<file path="config.mk">
export PLATFORM = sky130hd
export DESIGN_NAME = muldiv_unit_flat
export DESIGN_NICKNAME = d
export VERILOG_FILES = /design/src/rtl/muldiv_unit_if.sv /design/src/rtl/muldiv_unit.sv /design/src/flat_wrapper.sv
export SDC_FILE = /design/constraint.sdc
export NUM_CORES = 1
export LEC_CHECK = 0
export ABC_AREA = 1
export CAP_MARGIN = 20
export CORE_MARGIN = 5
export CORE_UTILIZATION = 55
export CTS_CLUSTER_SIZE = 28
export DETAILED_ROUTE_END_ITERATION = 10
export PLACE_DENSITY = 0.83
export REMOVE_ABC_BUFFERS = 1
export SLEW_MARGIN = 20
export SYNTH_ARGS = -nofsm -noshare
export SYNTH_HDL_FRONTEND = slang
export SYNTH_SLANG_ARGS = --single-unit
</file>
<file path="constraint.sdc">
create_clock -name clock_i -period 2.54 [get_ports clock_i]
set_clock_uncertainty 0.15 [all_clocks]
set_input_delay 0.254 -clock clock_i [delete_from_list [all_inputs] [get_ports clock_i]]
set_output_delay 0.254 -clock clock_i [all_outputs]
set_load 0.1 [all_outputs]
</file>
<file path="src/rtl/muldiv_unit_if.sv">
// Request/result bundle between the pipeline and the HI/LO multiply-divide unit.
// The pipeline drives the request side; the unit drives status and the HI/LO view.
interface muldiv_unit_if #(
  parameter int WIDTH = 32
);
  logic             start_i;
  logic [2:0]       op_i;
  logic [WIDTH-1:0] param_1_i;
  logic [WIDTH-1:0] param_2_i;
  logic             flush_i;
  logic             busy_o;
  logic             done_o;
  logic [WIDTH-1:0] hi_o;
  logic [WIDTH-1:0] lo_o;

  modport master (
    output start_i, op_i, param_1_i, param_2_i, flush_i,
    input  busy_o, done_o, hi_o, lo_o
  );

  modport slave (
    input  start_i, op_i, param_1_i, param_2_i, flush_i,
    output busy_o, done_o, hi_o, lo_o
  );
endinterface

</file>
<file path="src/rtl/muldiv_unit.sv">
// Iterative MULT/MULTU/DIV/DIVU plus MTHI/MTLO into HI/LO; WIDTH+1 cycles per iterative op,
// MTHI/MTLO in one edge. No backpressure: starts while busy are dropped, the pipeline stalls on busy_o.
module muldiv_unit #(
  parameter int WIDTH = 32
) (
  input logic          clock_i,
  input logic          reset_n_i,
  muldiv_unit_if.slave bus
);
  localparam logic [1:0] S_IDLE = 2'd0;
  localparam logic [1:0] S_CALC = 2'd1;
  localparam logic [1:0] S_FIX  = 2'd2;
  localparam logic [5:0] LAST_STEP = 6'(WIDTH - 1);

  logic [1:0]         state_q, state_d;
  logic [5:0]         cnt_q, cnt_d;
  logic [2*WIDTH-1:0] acc_q, acc_d;
  logic [WIDTH-1:0]   a_q, a_d;
  logic [WIDTH-1:0]   b_q, b_d;
  logic [WIDTH-1:0]   hi_q, hi_d;
  logic [WIDTH-1:0]   lo_q, lo_d;
  logic [1:0]         op_q, op_d;
  logic               neg_q, neg_d;
  logic               dneg_q, dneg_d;
  logic               div0_q, div0_d;
  logic               busy_q, busy_d;
  logic               done_q, done_d;

  logic               sgn_in;
  logic [WIDTH-1:0]   mag_a, mag_b, addend, quo, rem;
  logic [WIDTH:0]     sum, rem_sh, diff;
  logic [2*WIDTH-1:0] prod;

  always_comb begin
    // op 0 and 2 are the signed variants
    sgn_in = ~bus.op_i[0];
    mag_a  = (sgn_in && bus.param_1_i[WIDTH-1]) ? -bus.param_1_i : bus.param_1_i;
    mag_b  = (sgn_in && bus.param_2_i[WIDTH-1]) ? -bus.param_2_i : bus.param_2_i;

    addend = acc_q[0] ? b_q : '0;
    sum    = {1'b0, acc_q[2*WIDTH-1:WIDTH]} + {1'b0, addend};
    rem_sh = {acc_q[2*WIDTH-1:WIDTH], acc_q[WIDTH-1]};
    diff   = rem_sh - {1'b0, b_q};

    prod = neg_q ? -acc_q : acc_q;
    quo  = neg_q ? -acc_q[WIDTH-1:0] : acc_q[WIDTH-1:0];
    rem  = dneg_q ? -acc_q[2*WIDTH-1:WIDTH] : acc_q[2*WIDTH-1:WIDTH];

    state_d = state_q;
    cnt_d   = cnt_q;
    acc_d   = acc_q;
    a_d     = a_q;
    b_d     = b_q;
    hi_d    = hi_q;
    lo_d    = lo_q;
    op_d    = op_q;
    neg_d   = neg_q;
    dneg_d  = dneg_q;
    div0_d  = div0_q;
    busy_d  = busy_q;
    done_d  = 1'b0;

    case (state_q)
      S_IDLE: begin
        if (bus.start_i) begin
          if (!bus.op_i[2]) begin
            // multiply and divide both start with the rs magnitude in the low half
            acc_d   = {{WIDTH{1'b0}}, mag_a};
            a_d     = bus.param_1_i;
            b_d     = mag_b;
            op_d    = bus.op_i[1:0];
            neg_d   = sgn_in & (bus.param_1_i[WIDTH-1] ^ bus.param_2_i[WIDTH-1]);
            dneg_d  = sgn_in & bus.param_1_i[WIDTH-1];
            div0_d  = (bus.param_2_i == '0);
            cnt_d   = '0;
            busy_d  = 1'b1;
            state_d = S_CALC;
          end else if (bus.op_i == 3'd4) begin
            hi_d = bus.param_1_i;
          end else if (bus.op_i == 3'd5) begin
            lo_d = bus.param_1_i;
          end
        end
      end
      S_CALC: begin
        if (!op_q[1]) begin
          acc_d = {sum, acc_q[WIDTH-1:1]};
        end else if (diff[WIDTH]) begin
          acc_d = {rem_sh[WIDTH-1:0], acc_q[WIDTH-2:0], 1'b0};
        end else begin
          acc_d = {diff[WIDTH-1:0], acc_q[WIDTH-2:0], 1'b1};
        end
        cnt_d = cnt_q + 6'd1;
        if (cnt_q == LAST_STEP) state_d = S_FIX;
      end
      S_FIX: begin
        if (!op_q[1]) begin
          hi_d = prod[2*WIDTH-1:WIDTH];
          lo_d = prod[WIDTH-1:0];
        end else if (div0_q) begin
          hi_d = a_q;
          lo_d = '1;
        end else begin
          hi_d = rem;
          lo_d = quo;
        end
        done_d  = 1'b1;
        busy_d  = 1'b0;
        state_d = S_IDLE;
      end
      default: state_d = S_IDLE;
    endcase

    // flush wins over everything, including a same-cycle MTHI/MTLO
    if (bus.flush_i) begin
      state_d = S_IDLE;
      cnt_d   = '0;
      busy_d  = 1'b0;
      done_d  = 1'b0;
      hi_d    = hi_q;
      lo_d    = lo_q;
    end
  end

  always_ff @(posedge clock_i or negedge reset_n_i) begin
    if (!reset_n_i) begin
      state_q <= S_IDLE;
      cnt_q   <= '0;
      acc_q   <= '0;
      a_q     <= '0;
      b_q     <= '0;
      hi_q    <= '0;
      lo_q    <= '0;
      op_q    <= '0;
      neg_q   <= 1'b0;
      dneg_q  <= 1'b0;
      div0_q  <= 1'b0;
      busy_q  <= 1'b0;
      done_q  <= 1'b0;
    end else begin
      state_q <= state_d;
      cnt_q   <= cnt_d;
      acc_q   <= acc_d;
      a_q     <= a_d;
      b_q     <= b_d;
      hi_q    <= hi_d;
      lo_q    <= lo_d;
      op_q    <= op_d;
      neg_q   <= neg_d;
      dneg_q  <= dneg_d;
      div0_q  <= div0_d;
      busy_q  <= busy_d;
      done_q  <= done_d;
    end
  end

  assign bus.busy_o = busy_q;
  assign bus.done_o = done_q;
  assign bus.hi_o   = hi_q;
  assign bus.lo_o   = lo_q;
endmodule

</file>
<file path="src/flat_wrapper.sv">
// flat-port wrapper written by rule: the top's interface ports become plain ports
module muldiv_unit_flat 
#(
  parameter int WIDTH = 32
)
  (clock_i, reset_n_i, bus_start_i, bus_op_i, bus_param_1_i, bus_param_2_i, bus_flush_i, bus_busy_o, bus_done_o, bus_hi_o, bus_lo_o);
  muldiv_unit_if #(.WIDTH(WIDTH)) bus_i ();
  input logic clock_i;
  input logic reset_n_i;
  input wire logic [$bits(bus_i.start_i)-1:0] bus_start_i;
  input wire logic [$bits(bus_i.op_i)-1:0] bus_op_i;
  input wire logic [$bits(bus_i.param_1_i)-1:0] bus_param_1_i;
  input wire logic [$bits(bus_i.param_2_i)-1:0] bus_param_2_i;
  input wire logic [$bits(bus_i.flush_i)-1:0] bus_flush_i;
  output wire logic [$bits(bus_i.busy_o)-1:0] bus_busy_o;
  output wire logic [$bits(bus_i.done_o)-1:0] bus_done_o;
  output wire logic [$bits(bus_i.hi_o)-1:0] bus_hi_o;
  output wire logic [$bits(bus_i.lo_o)-1:0] bus_lo_o;
  assign bus_i.start_i = bus_start_i;
  assign bus_i.op_i = bus_op_i;
  assign bus_i.param_1_i = bus_param_1_i;
  assign bus_i.param_2_i = bus_param_2_i;
  assign bus_i.flush_i = bus_flush_i;
  assign bus_busy_o = bus_i.busy_o;
  assign bus_done_o = bus_i.done_o;
  assign bus_hi_o = bus_i.hi_o;
  assign bus_lo_o = bus_i.lo_o;
  muldiv_unit #(.WIDTH(WIDTH)) u_core (.clock_i(clock_i), .reset_n_i(reset_n_i), .bus(bus_i));
endmodule
</file>
==> Yosys cells after proc, flatten, opt, wreduce, memory -nomap -nowiden <==
Cells that the tools add are included.
{ "word_totals": {"ff_bits": 207, "latchBits": 0, "ram_bits": 0, "rom_bits": 0, "inputBits": 71, "output_inout_bits": 66, "memories": 0} }
{ "classes": {"addsub": 8, "n_mul": 0, "div_mod_pow": 0, "magnitude_cmp": 0, "n_eq_ne": 14, "shift": 0, "mux": 39, "bitwise": 6, "reduce_logical": 15} }
{ "op_table": {"columns": ["cell", "count"], "rows": [
  ["$mux 32", 16],
  ["$mux 64", 5],
  ["$neg 32->32", 4],
  ["$pmux 32 s2", 2],
  ["$pmux 64 s2", 1],
  ["$neg 64->64", 1],
  ["$add 32x32->33", 1],
  ["$sub 33x32->33", 1],
  ["$logic_not 32->1", 1],
  ["$mux 6", 3],
  ["$reduce_and 3->1", 5],
  ["$pmux 6 s2", 1],
  ["$mux 2", 4],
  ["$ne 2x2->1 const B", 4],
  ["$add 6x1->6 const B", 1],
  ["$eq 3x3->1 const B", 2],
  ["$eq 6x5->1 const B", 1],
  ["$ne 3x3->1 const B", 2],
  ["$reduce_and 6->1", 1],
  ["$reduce_bool 3->1", 2],
  ["$mux 1", 5],
  ["$reduce_and 5->1", 1],
  ["$ne 2x1->1 const B", 2],
  ["$pmux 2 s2", 1],
  ["other kinds (10)", 15]
]} }

==> Logic depth before layout (Yosys ltp) <==
{ "depth": {"ltp_word": 6, "ltp_mapped": 21} }

==> Least setup slack after synthesis <==
Ideal clock, no wire load.
{ "synth_timing": {"path_type": "reg-to-reg", "from": "register u_core.acc_q[0]", "to": "register u_core.acc_q[59]", "arrival_ps": 2504, "setup_slack_ps": -230, "path_stages_with_launch": 20, "cell_sequence": "dfrtp_1 buf_2 buf_1 nand2_1 inv_1 ha_1 inv_1 fa_1 o21ai_0 nand2_1 nand2_1 nand2_1 nand2_1 nand2_1 nand3_1 nand2_1 nor2_1 nor2_1 nand2_1 nand2_1"} }
{ "synth_between": {"elab_chain_len": 4} }
{ "synth_rtl": {"columns": ["item", "line_no", "text"], "rows": [
  ["start: declaration", "muldiv_unit.sv:17", "logic [2*WIDTH-1:0] acc_q, acc_d;"],
  ["start signal: assignment", "muldiv_unit.sv:129", "acc_q <= '0;"],
  ["start signal: assignment", "muldiv_unit.sv:143", "acc_q <= acc_d;"],
  ["$mux 32", "muldiv_unit.sv:40", "addend = acc_q[0] ? b_q : '0;"],
  ["$add 32x32->33", "muldiv_unit.sv:41", "sum = {1'b0, acc_q[2*WIDTH-1:WIDTH]} + {1'b0, addend};"],
  ["$mux 64", "muldiv_unit.sv:86", "if (!op_q[1]) begin"],
  ["$pmux 64 s2", "muldiv_unit.sv:63", "case (state_q)"]
]} }
Every way passes these cells.
A chain may end at the register's enable or synchronous reset.

==> Final worst setup path <==
{ "layout_timing": {"from": "register u_core.b_q[7]", "to": "register u_core.acc_q[53]"} }
{ "layout_between": {"elab_chain_len": 4, "elab_cells_between_ends": 6, "classes_between": "add/sub (2); mux (4)"} }
{ "layout_rtl": {"columns": ["item", "line_no", "text"], "rows": [
  ["start: declaration", "muldiv_unit.sv:19", "logic [WIDTH-1:0] b_q, b_d;"],
  ["start signal: assignment", "muldiv_unit.sv:131", "b_q <= '0;"],
  ["start signal: assignment", "muldiv_unit.sv:145", "b_q <= b_d;"],
  ["$sub 33x32->33 or $mux 32 (tied branches)", "muldiv_unit.sv:43, muldiv_unit.sv:40", null],
  ["$mux 64 or $add 32x32->33 (tied branches)", "muldiv_unit.sv:88, muldiv_unit.sv:41", null],
  ["$mux 64 *", "muldiv_unit.sv:86", null],
  ["$pmux 64 s2 *", "muldiv_unit.sv:63", null]
]} }
Mark *: on every way between the ends. The rest lies on a longest branch, timed or not.

==> impl_metrics.json <==
{
  "numCtsBuffers": 24,
  "min_period_over_period_pct": 106.3,
  "ys_ff_latch": 206,
  "antenna_found_initial": 1,
  "viasPerCell": 6.090,
  "wl_per_cell_um": 20.57,
  "synth_edf_count": 0,
  "synth_common_cells": "nand2_1, nor2_1, inv_1, o21ai_0, nand3_1",
  "diodes": 0,
  "fillers": 2641,
  "hpwl_um": 62390,
  "multi_input_area_um2": 13620,
  "clk_pin_slew_ns": 0.06,
  "cts_root_buffer": "clkbuf_16",
  "clkLatencyLatePin_ns": 0.59,
  "wl_um": 84790,
  "drtAntennaViolNets": 0,
  "dieArea_um2": 38840,
  "cts_tree": "done",
  "fin_crit_ns": 2.699,
  "reg2reg_setup_slack_ns": -0.16,
  "r2r-end": "u_core.acc_q[53]",
  "grt_usage_pct": 40.71,
  "irDropWorstVdd_mv": 1.935,
  "arrival_ns": 3.00,
  "setup_viol": 36,
  "p_leak_nw": 12.78,
  "via_count": 25100,
  "num_io_pins": 137,
  "fin_setup_tns_ns": -3.304,
  "ys_seq_area_share_pct": 26.78,
  "drive_gt1_share_pct": 23.02,
  "ys_warn_count": 0,
  "synth_area_leader_cell": "dfrtp_1",
  "reg2reg_from": "u_core.b_q[7]",
  "failed_checks": "setup timing",
  "initial_utilization_pct": 55.73,
  "die_w_um": 197.1,
  "relSlewSlack_pct": 49.19,
  "seq_area_um2": 5172,
  "p_per_area_nw_per_um2": 1649,
  "cp-start-kind": "flop",
  "gp_congestion": 1.075,
  "avgSynthCellArea_um2": 5.962,
  "first_iter_violations": 3364,
  "finalWorstSetupSlack_ns": -0.1589,
  "path_class": "reg2reg",
  "grt_pass1_vias": 23000,
  "rsz0062_at_grt": "true",
  "maxCapViolCount": 0,
  "nNetsFinal": 3790,
  "grt_overflow": 0,
  "synth_area_leaders": "dfrtp_1, nand2_1, nor2_1",
  "synthMostInstantiatedCell": "nand2_1",
  "grt_max_degree": 76,
  "io_buffers": 136,
  "die_h_um": 197.1,
  "rows": 68,
  "core_region_area_um2": 34540,
  "fmax_ghz": 0.3705,
  "clk_path_buf_depth": 3,
  "cp_data_required_time_ns": 2.84,
  "min_path_type": "in2async",
  "netlist_area_um2": 19250,
  "outcome": "finished with violations",
  "first_pass_iters": 7,
  "synth.top_cell.area_share_pct": 26.78,
  "r2r.worst_path.cells": 18,
  "holdWs_ns": 0.1182,
  "yosysUniqueCellTypes": 55,
  "cts_num_sinks": 206,
  "async_flop_share_pct": 100.0,
  "drc_errors": 0,
  "area_growth_pct": 35.53,
  "final_max_slew_viol_count": 0,
  "grt_pass1_wl_um": 126400,
  "final-hold-violation-count": 0,
  "postSynthCellCount": 3229,
  "worstPathMaxFanout": 5,
  "end_kind": "flop",
  "htreeDepth": 1,
  "worstMarginPinSlew_ns": 0.7622,
  "synthFlopType": "dfrtp_1"
}
==> per-layer routing <==
layer  track usage (%)  wire length [µm]  vias to the layer above
met5                 0                 0                        -
met4             13.79              4266                        0
met3             9.807             11680                      399
met2             59.70             35350                     1894
met1             59.05             33490                    11500
li1                  -                 -                    11310
==> power by group <==
group	switching (mW)	total, mW	leakage, nW	internal (mW)
registers	1.51	6.36	2.46	4.85
logic	20.6	32.5	9.87	11.9
clock network	1.60	4.14	0.455	2.54
total	23.7	43.0	12.8	19.3
==> cells by family after synthesis <==
group,count (synthesis),synth area share [%]
simple gates,1794,39.04
compound gates,616,17.36
buf+inv,493,9.899
flops,206,26.78
fa+ha+maj,71,4.693
xor+xnor,49,2.229
==> worst max-delay path, stage by stage, from the launching register on <==
cell and delay, ns:
dfrtp_1 0.41, inv_1 0.06, ha_1 0.36, nand2_1 0.14, inv_1 0.09, a21oi_2 0.18, nand2_2 0.10, nand2_2 0.07
nand2_2 0.07, nand2_4 0.08, nand2_2 0.06, nand2_2 0.09, nand2_4 0.08, buf_12 0.15, buf_16 0.13, nand2_2 0.05
o211ai_1 0.11, nand2_1 0.12, nand2_1 0.05
==> flip-flops by register name, summed over array words and instances, names as in the netlist, 2 cells and up <==
register         cells
u_core.state_q       2
u_core.a_q          32
u_core.acc_q        64
u_core.cnt_q         6
u_core.bus.lo_o     32
u_core.b_q          32
u_core.bus.hi_o     32
==> cell usage in the layout (no fill, tap or decap), drive strengths merged, types with 2 or more instances in the layout <==
cell type | synthesis | routed
nor3b | 2 | 2
nand2 | 896 | 896
o41ai | 3 | 3
o21bai | 3 | 3
o211ai | 12 | 12
a21o | 7 | 7
o31ai | 3 | 3
o21a | 5 | 5
xor2 | 33 | 33
a2bb2oi | 5 | 5
a21oi | 202 | 202
nor2 | 494 | 494
nor3 | 36 | 36
clkinv | 2 | 9
bufinv | 0 | 7
a32oi | 2 | 2
a21boi | 28 | 28
o21ai | 314 | 314
ha | 69 | 69
dfrtp | 206 | 206
nand4 | 29 | 29
nand3b | 13 | 13
nand3 | 270 | 270
and3 | 2 | 2
xnor2 | 16 | 16
and2 | 3 | 3
clkbuf | 81 | 32
inv | 370 | 370
or2 | 42 | 42
clkdlybuf4s50 | 0 | 69
nor4 | 7 | 7
a31oi | 25 | 25
buf | 40 | 442
fa | 2 | 2
==> how the worst max path moves through the flow <==
stage / start / endpoint / cells past startpoint
after floorplan: u_core.op_q[1] / u_core.bus.hi_o[1] / 7
after global placement: bus_param_1_i[0] / u_core.acc_q[28] / 13
after detailed placement: bus_param_2_i[2] / u_core.b_q[19] / 13
after CTS: u_core.b_q[0] / u_core.acc_q[53] / 18
after global routing: u_core.b_q[6] / u_core.acc_q[53] / 19
final: u_core.b_q[7] / u_core.acc_q[53] / 18
==> metrics by stage <==
step / area, µm² / power, mW / setup WS, ns / utilization [%] / instances
after floorplan: 18740 / 22.89 / -1.974 / - / 3108
after global placement: 23300 / 33.20 / -0.1902 / 67.45 / 4031
after detailed placement: 23300 / 33.75 / -0.2386 / 67.45 / 4031
after CTS: 25040 / 39.77 / -0.03883 / 72.50 / 4100
after global routing: 26090 / 45.39 / -0.2202 / 75.53 / 4121
final: 26090 / 43.03 / -0.1589 / 75.53 / 4121
==> area by class of cell <==
| type | instances | area share (%) |
|---|---|---|
| repair buffers | 514 | 16.88 |
| multi-input cells | 2530 | 52.20 |
| inverters | 372 | 5.371 |
| clock buffers | 30 | 2.503 |
| clock inverters | 14 | 1.036 |
| well taps | 455 | 2.182 |
| flip-flops and latches | 206 | 19.82 |
==> repair_timing <==
action	CTS	global route
hold buffers	1	0
setup endpoints to repair	49	69
cloned	2	1
gates resized for setup	154	211
buffers inserted	22	20
hold endpoints to repair	58	0
pin swaps	23	41
No activity file was read; power rests on OpenSTA's default activity.
